### config.mk
export PLATFORM = sky130hd
export DESIGN_NAME = shift_seq
export DESIGN_NICKNAME = d
export VERILOG_FILES = /design/src/rtl/shift_seq_pkg.sv /design/src/rtl/shift_seq_step.sv /design/src/rtl/shift_seq.sv
export SDC_FILE = /design/constraint.sdc
export NUM_CORES = 1
export LEC_CHECK = 0
export CAP_MARGIN = 25
export CORE_ASPECT_RATIO = 0.7
export CORE_MARGIN = 5
export CORE_UTILIZATION = 50
export DETAILED_ROUTE_END_ITERATION = 10
export PLACE_DENSITY = 0.95
export SLEW_MARGIN = 5
export SYNTH_ARGS = -nofsm -noshare
export SYNTH_HDL_FRONTEND = slang
export SYNTH_SLANG_ARGS = --single-unit
### constraint.sdc
create_clock -name clk -period 3.3 [get_ports clk]
set_clock_uncertainty 0.1 [all_clocks]
set_input_delay 0.33 -clock clk [delete_from_list [all_inputs] [get_ports clk]]
set_output_delay 0.33 -clock clk [all_outputs]
set_load 0.02 [all_outputs]
### src/rtl/shift_seq_pkg.sv
// Shared encodings for the sequential shifter: operation codes and FSM states.
package shift_seq_pkg;

    localparam logic [1:0] OP_SLL = 2'b00;
    localparam logic [1:0] OP_SRL = 2'b01;
    localparam logic [1:0] OP_SRA = 2'b10;

    typedef enum logic [1:0] {
        ST_IDLE  = 2'b00,
        ST_SHIFT = 2'b01,
        ST_DONE  = 2'b10
    } state_t;

endpackage

### src/rtl/shift_seq_step.sv
// Combinational one-bit shift stage. Sign replication for op 10 exists only
// when SHIFT_SEQ_SRA_EN is defined; otherwise op 10 and 11 behave as SRL.
module shift_step
    import shift_seq_pkg::*;
#(
    parameter int W = 32
) (
    input  logic [W-1:0] value,
    input  logic [1:0]   op,
    output logic [W-1:0] result
);

    logic fill;
    logic left;

`ifdef SHIFT_SEQ_SRA_EN
    assign fill = (op == OP_SRA) & value[W-1];
`else
    assign fill = 1'b0;
`endif

    assign left = (op == OP_SLL);

    // Each result bit picks its neighbour; the edge bits take the fill value.
    generate
        for (genvar gi = 0; gi < W; gi++) begin : g_bit
            if (gi == 0) begin : g_lsb
                assign result[gi] = left ? 1'b0 : value[gi+1];
            end else if (gi == W - 1) begin : g_msb
                assign result[gi] = left ? value[gi-1] : fill;
            end else begin : g_mid
                assign result[gi] = left ? value[gi-1] : value[gi+1];
            end
        end
    endgenerate

endmodule

### src/rtl/shift_seq.sv
// Sequential barrel-shift replacement: one bit per clock through shift_step.
// Arithmetic right shift is built only with SHIFT_SEQ_SRA_EN defined.
module shift_seq
    import shift_seq_pkg::*;
#(
    parameter int W  = 32,
    parameter int SW = 5
) (
    input  logic          clk,
    input  logic          rst,
    input  logic          start,
    input  logic [1:0]    op,
    input  logic [W-1:0]  A,
    input  logic [SW-1:0] shift,
    output logic          busy,
    output logic          done,
    output logic [W-1:0]  res
);

    state_t        state_reg, state_next;
    logic [W-1:0]  res_reg, res_next;
    logic [SW-1:0] cnt_reg, cnt_next;
    logic [1:0]    op_reg, op_next;
    logic [W-1:0]  step_out;

    shift_step #(.W(W)) u_step (
        .value  (res_reg),
        .op     (op_reg),
        .result (step_out)
    );

    always_ff @(posedge clk or posedge rst) begin
        if (rst) begin
            state_reg <= ST_IDLE;
        end else begin
            state_reg <= state_next;
        end
    end

    always_ff @(posedge clk or posedge rst) begin
        if (rst) begin
            res_reg <= '0;
            cnt_reg <= '0;
            op_reg  <= OP_SLL;
        end else begin
            res_reg <= res_next;
            cnt_reg <= cnt_next;
            op_reg  <= op_next;
        end
    end

    always_comb begin
        state_next = state_reg;
        res_next   = res_reg;
        cnt_next   = cnt_reg;
        op_next    = op_reg;
        busy       = 1'b0;
        done       = 1'b0;
        case (state_reg)
            // DONE accepts a start exactly like IDLE so operations can chain.
            ST_IDLE, ST_DONE: begin
                done = (state_reg == ST_DONE);
                if (start) begin
                    res_next   = A;
                    cnt_next   = shift;
                    op_next    = op;
                    state_next = (shift == '0) ? ST_DONE : ST_SHIFT;
                end else begin
                    state_next = ST_IDLE;
                end
            end
            ST_SHIFT: begin
                busy     = 1'b1;
                res_next = step_out;
                cnt_next = cnt_reg - SW'(1);
                if (cnt_reg == SW'(1)) begin
                    state_next = ST_DONE;
                end
            end
            default: begin
                state_next = ST_IDLE;
            end
        endcase
    end

    assign res = res_reg;

endmodule

==> Yosys cells after proc, flatten, opt, wreduce, memory -nomap -nowiden <==
Cells that the tools add are included.
{ "totals": {"reg_bits": 41, "in_bits": 42, "out_inout_bits": 34, "wordCells": 59} }
{ "classes": {"add_sub_neg": 1, "eq_ne": 5, "mux": 42, "n_reduce_logical": 7} }
{ "ops": {"columns": ["cell", "n"], "rows": [
  ["$pmux W32 S2", 1],
  ["$mux W1", 34],
  ["$mux W32", 1],
  ["$pmux W5 S2", 1],
  ["$mux W2", 3],
  ["$eq A5 B1 Y1 const B", 1],
  ["$logic_not A5 Y1", 1],
  ["$mux W5", 1],
  ["$sub A5 B1 Y5 const B", 1],
  ["$logic_not A2 Y1", 2],
  ["$ne A2 B2 Y1 const B", 2],
  ["$pmux W2 S2", 1],
  ["$reduce_and A2 Y1", 2],
  ["$eq A2 B1 Y1 const B", 1],
  ["$eq A2 B2 Y1 const B", 1],
  ["$reduce_bool A2 Y1", 1],
  ["$reduce_or A2 Y1", 1]
]} }

==> Logic depth before layout (Yosys ltp) <==
Gate-level depths: netlist of run 1.
{ "logic_depth": {"word_depth": 4, "depth_mapped": 7} }

==> Modules after synthesis <==
Synthesis of run 1 repeated with hierarchy kept, for this count alone.
{ "unflattened": {"cells_unflattened": 261, "hier_area_um2": 2374.8} }
{ "modules_own_cells": {"columns": ["mod", "n_inst", "cells_per_inst", "area_per_inst_um2"], "rows": [
  ["shift_seq", 1, 225, 1960.6],
  ["shift_step", 1, 36, 414.1]
]} }

==> Least setup slack after synthesis of run 1 <==
Ideal clock, no wire load.
{ "synth_timing": {"path_kind": "register to output", "start": "register state_reg[1]", "end": "output busy", "arrival_time_ns": 0.944, "slack_ns": 1.926, "path_stages_with_launch": 6, "n_path_buf": 3, "cell_sequence": "dfrtp_1 nand2b_1 buf_6 inv_4 buf_12 buf_12"} }
{ "synth_via": {"elab_chain_len": 2} }
{ "synth_rtl": {"columns": ["element", "line", "source"], "rows": [
  ["from (decl)", "shift_seq.sv:20", "state_t state_reg, state_next;"],
  ["from (signal assigned)", "shift_seq.sv:36", "state_reg <= state_next;"],
  ["$eq A2 B1 Y1", "shift_seq.sv:59", "case (state_reg)"],
  ["$mux W1", "shift_seq.sv:59", null],
  ["to (decl)", "shift_seq.sv:15", "output logic busy,"]
]} }
Every way passes these cells.

==> Worst setup path after layout of run 1 <==
Same ends and word-level chain as after synthesis.

==> metrics.md, run 1 <==
| Metric | Value |
|---|---|
| Yosys top cell area share | `42.4%` |
| Final std cells w/o fill | `323` |
| Switch share | `42.0%` |
| Die ar. | `6350 µm²` |
| Crit-path leading delay family | `buffers and inverters` |
| Post-cts sizing count | `0` |
| Register area | `1030 µm²` |
| Power per cell area | `1020 nW/µm²` |
| Critical-path top delay cell | `clkdlybuf4s50_1` |
| Rel. slew slack | `57.2%` |
| Worst R2R Start | `state_reg[1]` |
| Setup TNS | `0 ns` |
| DR vias/cell | `5.51` |
| Yosys warnings | `0` |
| H-tree lvl count | `2` |
| Top_reg_cell synth | `dfrtp_1` |
| Area grow syn2layout | `32.7%` |
| Post-route ant nets | `0` |
| ANT cells | `0` |
| Area contributors post-synth | `dfrtp_1, mux2i_1, buf_12` |
| Die X | `93.1 µm` |
| Post-synthesis async set-or-reset flop share | `100%` |
| Final period util | `74.2%` |
| CTS clk-pin slew, worst paths | `0.08 ns` |
| Combinational Power Share | `57.8%` |
| Register area share after synthesis | `42.4%` |
| EDFF count, synth | `0` |
| Sw Pwr | `1.37 mW` |
| DP Area | `3120 µm²` |
| Post-synthesis cell count | `192` |
| Final Hold Fails | `0` |
| Yosys cell types | `30` |
| Initial Utilization | `51.1%` |
| Register share of total power | `32.0%` |
| Routed WL per cell | `17.1 µm` |
| Worst min-delay path class | `in2async` |
| Initial drt markers | `77` |
| Vias | `1780` |
| Number of hold buffers added after cts | `0` |
| Worst reg-to-reg setup slack | `1.45 ns` |
| # rows | `21` |
| Number of I/O pins | `76` |
| CTS max path bufs | `2` |
| Clock Latency Late Sink | `0.29 ns` |
| Final min period | `2.45 ns` |
| Worst r2r path cells | `4` |
| Biggest cell delay along the critical path | `0.67 ns` |
| Port bufs | `75` |
| Net count after synthesis | `236` |
| CP Data Arrival Time | `2.02 ns` |
| Drt first pass iters | `4` |
| Place WS | `1.09 ns` |
| CTS tree | `built` |
| Setup crit end kind | `primary output` |
| Fin area | `3210 µm²` |
| CP Class | `reg2out` |
| Final WL | `5520 µm` |
| Fmax | `0.408 GHz` |
| Layout fillers | `370` |
| Multi-input logic area | `1220 µm²` |
| Clock power frac | `10.2%` |
| Max-slew violations | `0` |
| CP max FO | `21` |
| Largest area contributor in the netlist | `dfrtp_1` |
| Core area | `4730 µm²` |
| # setup viols final | `0` |
| Yosys reg bits | `41` |
| Vias in the first global route | `1844` |
| # DRC | `0` |
| Clk sinks | `41` |
| Largest net degree at the start of global routing | `25` |
| Worst slew pin tran | `0.638 ns` |
| Layout cells sized above 1 | `7.52%` |
| WP depth | `3` |
| Reg2reg end | `res[25]` |
| Root Driver | `clkbuf_8` |
| Final Worst Setup Slack | `0.852 ns` |
| Fin util | `67.9%` |
| Die Span Y | `68.2 µm` |
| Crit path buffers/inverters | `2` |
| First-pass GRT wire length | `9180 µm` |
| RD Place Congestion | `0.820` |
| Avg Inst Size Synth | `12.6 µm²` |
| GRT Util Overall | `18.6%` |
| Initial antenna violation count | `0` |
| Unrepaired setup endpoints after global routing | `false` |
| Critical Path, Cell by Cell | `nand2b_1 > inv_4 > clkdlybuf4s50_1` |
| Max reg flops | `32` |
| Synthesized area | `2420 µm²` |
| Internal | `1.89 mW` |
| Max-cap violations | `0` |
| Placed cells | `316` |
| Status | `complete, no violations` |
| Data required, critical path | `2.87 ns` |
| P_leak | `1.46 nW` |
| Total grt overflow | `0` |
| DPL Wire Length | `4060 µm` |
| CP Launch Type | `flop` |
| Post-CTS setup buffer count | `0` |
| CTS buffer count | `5` |
| Worst vdd ir | `0.486 mV` |
| Nets | `310` |
## layer usage
| layer | vias to the layer above | track usage [%] | wire length [µm] |
|---|---|---|---|
| li1 | 843 | - | - |
| met2 | 55 | 29.3 | 2500 |
| met4 | 0 | 6.03 | 56 |
| met3 | 6 | 4.84 | 365 |
| met1 | 876 | 25.3 | 2590 |
| met5 | - | 0 | 0 |
## logic make-up after synthesis
family                     share of synthesized area [%]
AOI/OAI and AO/OA                                   3.83
buffers and inverters                               7.29
muxes                                               38.1
DFF                                                 42.4
and+or+nand+nor                                     7.35
adders and majority gates                           1.03
## how the worst max path moves through the flow
stage                  to          from  slack (ns)
5_1_grt              busy  state_reg[0]        0.78
2_1_floorplan  cnt_reg[0]           rst        1.92
6_report             busy  state_reg[1]        0.85
4_1_cts              busy  state_reg[1]        0.85
3_5_place_dp       res[1]         start        1.09
3_3_place_gp       res[0]         start        1.12
## cells in the mapped netlist, types with 2 or more instances
cell type	n
buf_4	6
mux2i_1	92
buf_6	3
inv_1	3
o21ai_0	2
a221o_1	3
nor3_1	2
nor3_2	2
nand2b_1	2
nand2_1	9
buf_12	4
dfrtp_1	41
ha_1	2
nor2_1	5
## metrics by stage
stage	hold slack, ns	power (mW)
floorplan	0.320	2.38
global placement	0.421	2.88
detailed placement	0.432	2.95
CTS	0.255	3.30
global route	0.284	3.51
finish	0.242	3.27
## cell usage in the layout, fill, tap and decap left out, drive strengths merged, types with 2 or more instances in the layout
master / Yosys / final
a221o: 3 / 3
clkbuf: 0 / 7
nor2: 6 / 6
clkdlybuf4s50: 0 / 75
nand2b: 2 / 2
mux2i: 92 / 92
o21ai: 3 / 3
dfrtp: 41 / 41
nor3: 4 / 4
buf: 13 / 5
nand2: 9 / 9
inv: 4 / 3
ha: 2 / 2
## power by group through the flow
stage	logic, mW	registers [mW]	clock network (mW)
2_1_floorplan	1.17	1.22	0
4_1_cts	1.91	1.04	0.342
5_1_grt	2.05	1.10	0.358
3_5_place_dp	1.90	1.05	0
3_3_place_gp	1.84	1.04	0
6_report	1.89	1.04	0.333
## worst reg2reg max path, delay by kind of cell (launching register included)
kind | cells | cell delay (ns)
buffers and inverters | 2 | 0.74
AND/OR/NAND/NOR | 1 | 0.32
flip-flops | 1 | 0.37
multiplexers | 1 | 0.24
## area by class of cell
| cell class | instances | share of cell area [%] |
|---|---|---|
| clock buffer | 7 | 2.69 |
| tap | 57 | 2.22 |
| timing repair buffer | 80 | 24.6 |
| inverter | 4 | 0.546 |
| multi-input combinational | 134 | 38.0 |
| sequential | 41 | 32.0 |
(Power assumes the default switching activity.)
==> inputs of run 2 (changes only) <==
--- a/config.mk
+++ b/config.mk
@@ -8,9 +8,9 @@
 export CAP_MARGIN = 25
 export CORE_ASPECT_RATIO = 0.7
 export CORE_MARGIN = 5
-export CORE_UTILIZATION = 50
+export CORE_UTILIZATION = 42
 export DETAILED_ROUTE_END_ITERATION = 10
-export PLACE_DENSITY = 0.95
+export PLACE_DENSITY = 0.87
 export SLEW_MARGIN = 5
 export SYNTH_ARGS = -nofsm -noshare
 export SYNTH_HDL_FRONTEND = slang
==> constraint.sdc (replaced) <==
create_clock -name clk -period 1.95 [get_ports clk]
set_clock_uncertainty 0.1 [all_clocks]
set_input_delay 0.195 -clock clk [delete_from_list [all_inputs] [get_ports clk]]
set_output_delay 0.195 -clock clk [all_outputs]
set_load 0.02 [all_outputs]
==> run 2 against run 1 <==
Effect of this change: routed wire length is 0.15% higher; critical endpoint is now done; via count rose by 0.34%; critical path depth decreased by 1; highest routed layer unchanged; largest cell class unchanged; first-iteration DRC count down 23%; total power is 71% higher.
==> metrics.md, run 2 (synthesized netlist as in run 1, its figures left out) <==
| Metric | Value |
|---|---|
| Post-route ant nets | `0 (unchanged)` |
| Fin area | `3300 µm² (+2.6%)` |
| Critical-path top delay cell | `clkdlybuf4s50_1` |
| P_leak | `1.49 nW (+2.1%)` |
| Drt first pass iters | `4 (unchanged)` |
| Register share of total power | `31.7% (-0.3 points)` |
| Clk sinks | `41 (unchanged)` |
| RD Place Congestion | `0.775 (-5.5%)` |
| Final min period | `1.81 ns` |
| CP max FO | `4 (-81%)` |
| CP Launch Type | `flop` |
| Commonest non-fill, non-tap cell in the layout | `mux2i_1` |
| Register area | `1030 µm² (unchanged)` |
| Worst min-delay path class | `in2async` |
| Critical Path, Cell by Cell | `and2b_1 > clkdlybuf4s50_1` |
| Clock Latency Late Sink | `0.29 ns (about the same)` |
| Fmax | `0.554 GHz` |
| Data required, critical path | `1.65 ns (-1.22 ns)` |
| CTS tree | `built` |
| Die ar. | `7400 µm² (+17%)` |
| CTS buffer count | `5 (unchanged)` |
| DPL Wire Length | `4160 µm (+2.3%)` |
| DR vias/cell | `5.19 (-5.8%)` |
| CTS max path bufs | `2 (unchanged)` |
| Post-CTS setup buffer count | `0 (unchanged)` |
| Area grow syn2layout | `36.3%` |
| Vias in the first global route | `1923 (+4.3%)` |
| Switch share | `41.5% (-0.55 points)` |
| Largest net degree at the start of global routing | `26 (+4.0%)` |
| Core area | `5670 µm² (+20%)` |
| DP Area | `3210 µm² (+2.6%)` |
| Final period util | `92.6%` |
| Biggest cell delay along the critical path | `0.60 ns (-0.07 ns)` |
| CP Class | `reg2out` |
| Setup TNS | `0 ns (unchanged)` |
| First-pass GRT wire length | `9180 µm (about the same)` |
| CP Data Arrival Time | `1.51 ns (-0.51 ns)` |
| Worst slew pin tran | `0.659 ns (+0.0212 ns)` |
| Commonest non-fill, non-tap cells in the layout | `mux2i_1, clkdlybuf4s50_1, dfrtp_1, nand2_1, clkbuf_8` |
| Routed WL per cell | `16.1 µm (-6.0%)` |
| Setup crit end kind | `primary output` |
| Clock power frac | `9.9% (-0.3 points)` |
| Layout fillers | `472 (+28%)` |
| Initial drt markers | `59 (-23%)` |
| Number of I/O pins | `76 (unchanged)` |
| Worst reg-to-reg setup slack | `0.53 ns (-0.92 ns)` |
| GRT Util Overall | `15.6% (-3.0 points)` |
| Port bufs | `75 (unchanged)` |
| Layout cells sized above 1 | `8.55% (+1.0 points)` |
| Nets | `313 (+0.97%)` |
| Number of hold buffers added after cts | `0 (unchanged)` |
| Max-slew violations | `0 (unchanged)` |
| Unrepaired setup endpoints after global routing | `false` |
| Multi-input logic area | `1220 µm² (unchanged)` |
| Hold WS | `0.130 ns (-0.112 ns)` |
| CTS clk-pin slew, worst paths | `0.07 ns (about the same)` |
| Worst r2r path cells | `4 (unchanged)` |
| Worst R2R Start | `op_reg[0]` |
| # rows | `23 (+9.5%)` |
| Max reg flops | `32 (unchanged)` |
| Worst vdd ir | `0.767 mV (+58%)` |
| Sw Pwr | `2.32 mW (+69%)` |
| # setup viols final | `0 (unchanged)` |
| Total grt overflow | `0 (unchanged)` |
| Max-cap violations | `0 (unchanged)` |
| Die X | `101 µm (+8.1%)` |
| Initial Utilization | `42.7% (-8.5 points)` |
| Power per cell area | `1690 nW/µm² (+66%)` |
| ANT cells | `0 (unchanged)` |
| Final WL | `5520 µm (+0.15%)` |
| Final Hold Fails | `0 (unchanged)` |
| H-tree lvl count | `2 (unchanged)` |
| Status | `complete, no violations` |
| Rel. slew slack | `55.8% (-1.4 points)` |
| Die Span Y | `73.5 µm (+7.8%)` |
| Vias | `1786 (+0.34%)` |
| Reg2reg end | `res[4]` |
| Internal | `3.27 mW (+73%)` |
| # DRC | `0 (unchanged)` |
| Initial antenna violation count | `0 (unchanged)` |
| Root Driver | `clkbuf_8` |
| Combinational Power Share | `58.4% (+0.6 points)` |
-- run 2: final cells by class --
type / instances / area share [%]
inverter: 4 / 0.532
sequential: 41 / 31.1
clock buffer: 7 / 2.62
multi-input combinational: 134 / 37.1
timing repair buffer: 83 / 25.8
tap: 75 / 2.85
-- run 2: what timing repair did --
action,4_1_cts,5_1_grt
resized for setup,0,1
endpoints found under the setup margin,0,1
endpoints found under the hold margin,0,0
-- run 2: power groups by stage --
| stage | Clock, mW | Combinational (mW) | Sequential, mW |
|---|---|---|---|
| 2_1_floorplan | 0 | 1.97 | 2.06 |
| 3_3_place_gp | 0 | 3.20 | 1.76 |
| 3_5_place_dp | 0 | 3.29 | 1.79 |
| 4_1_cts | 0.570 | 3.30 | 1.78 |
| 5_1_grt | 0.610 | 3.53 | 1.85 |
| 6_report | 0.552 | 3.26 | 1.77 |
-- run 2: stage by stage --
step | instances | setup slack, ns | total power, mW | utilization, %
floorplan | 192 | 0.662 | 4.03 | -
global placement | 337 | 0.269 | 4.96 | 56.6
detailed placement | 337 | 0.226 | 5.08 | 56.6
CTS | 344 | 0.0356 | 5.65 | 58.1
global route | 344 | 0.0985 | 5.99 | 58.1
finish | 344 | 0.145 | 5.58 | 58.1
-- run 2: worst max-delay path by stage --
stage	depth (start not counted)	start	to	slack, ns
2_1_floorplan	6	state_reg[1]	res[27]	0.66
3_3_place_gp	5	start	cnt_reg[2]	0.27
3_5_place_dp	5	start	cnt_reg[2]	0.23
4_1_cts	3	state_reg[0]	busy	0.04
5_1_grt	2	state_reg[0]	done	0.1
6_report	2	state_reg[0]	done	0.14
-- run 2: per-layer routing --
layer / vias up / GRT usage (%) / routed length (µm)
li1: 854 / - / -
met1: 872 / 20.5 / 2540
met2: 52 / 25.4 / 2600
met3: 8 / 4.08 / 332
met4: 0 / 4.78 / 53
met5: - / 0 / 0
-- run 2: worst max-delay path, delay by kind of cell (launching register included) --
kind          cells  cell delay [ns]
buf+inv           1             0.60
flops             1             0.43
simple gates      1             0.21
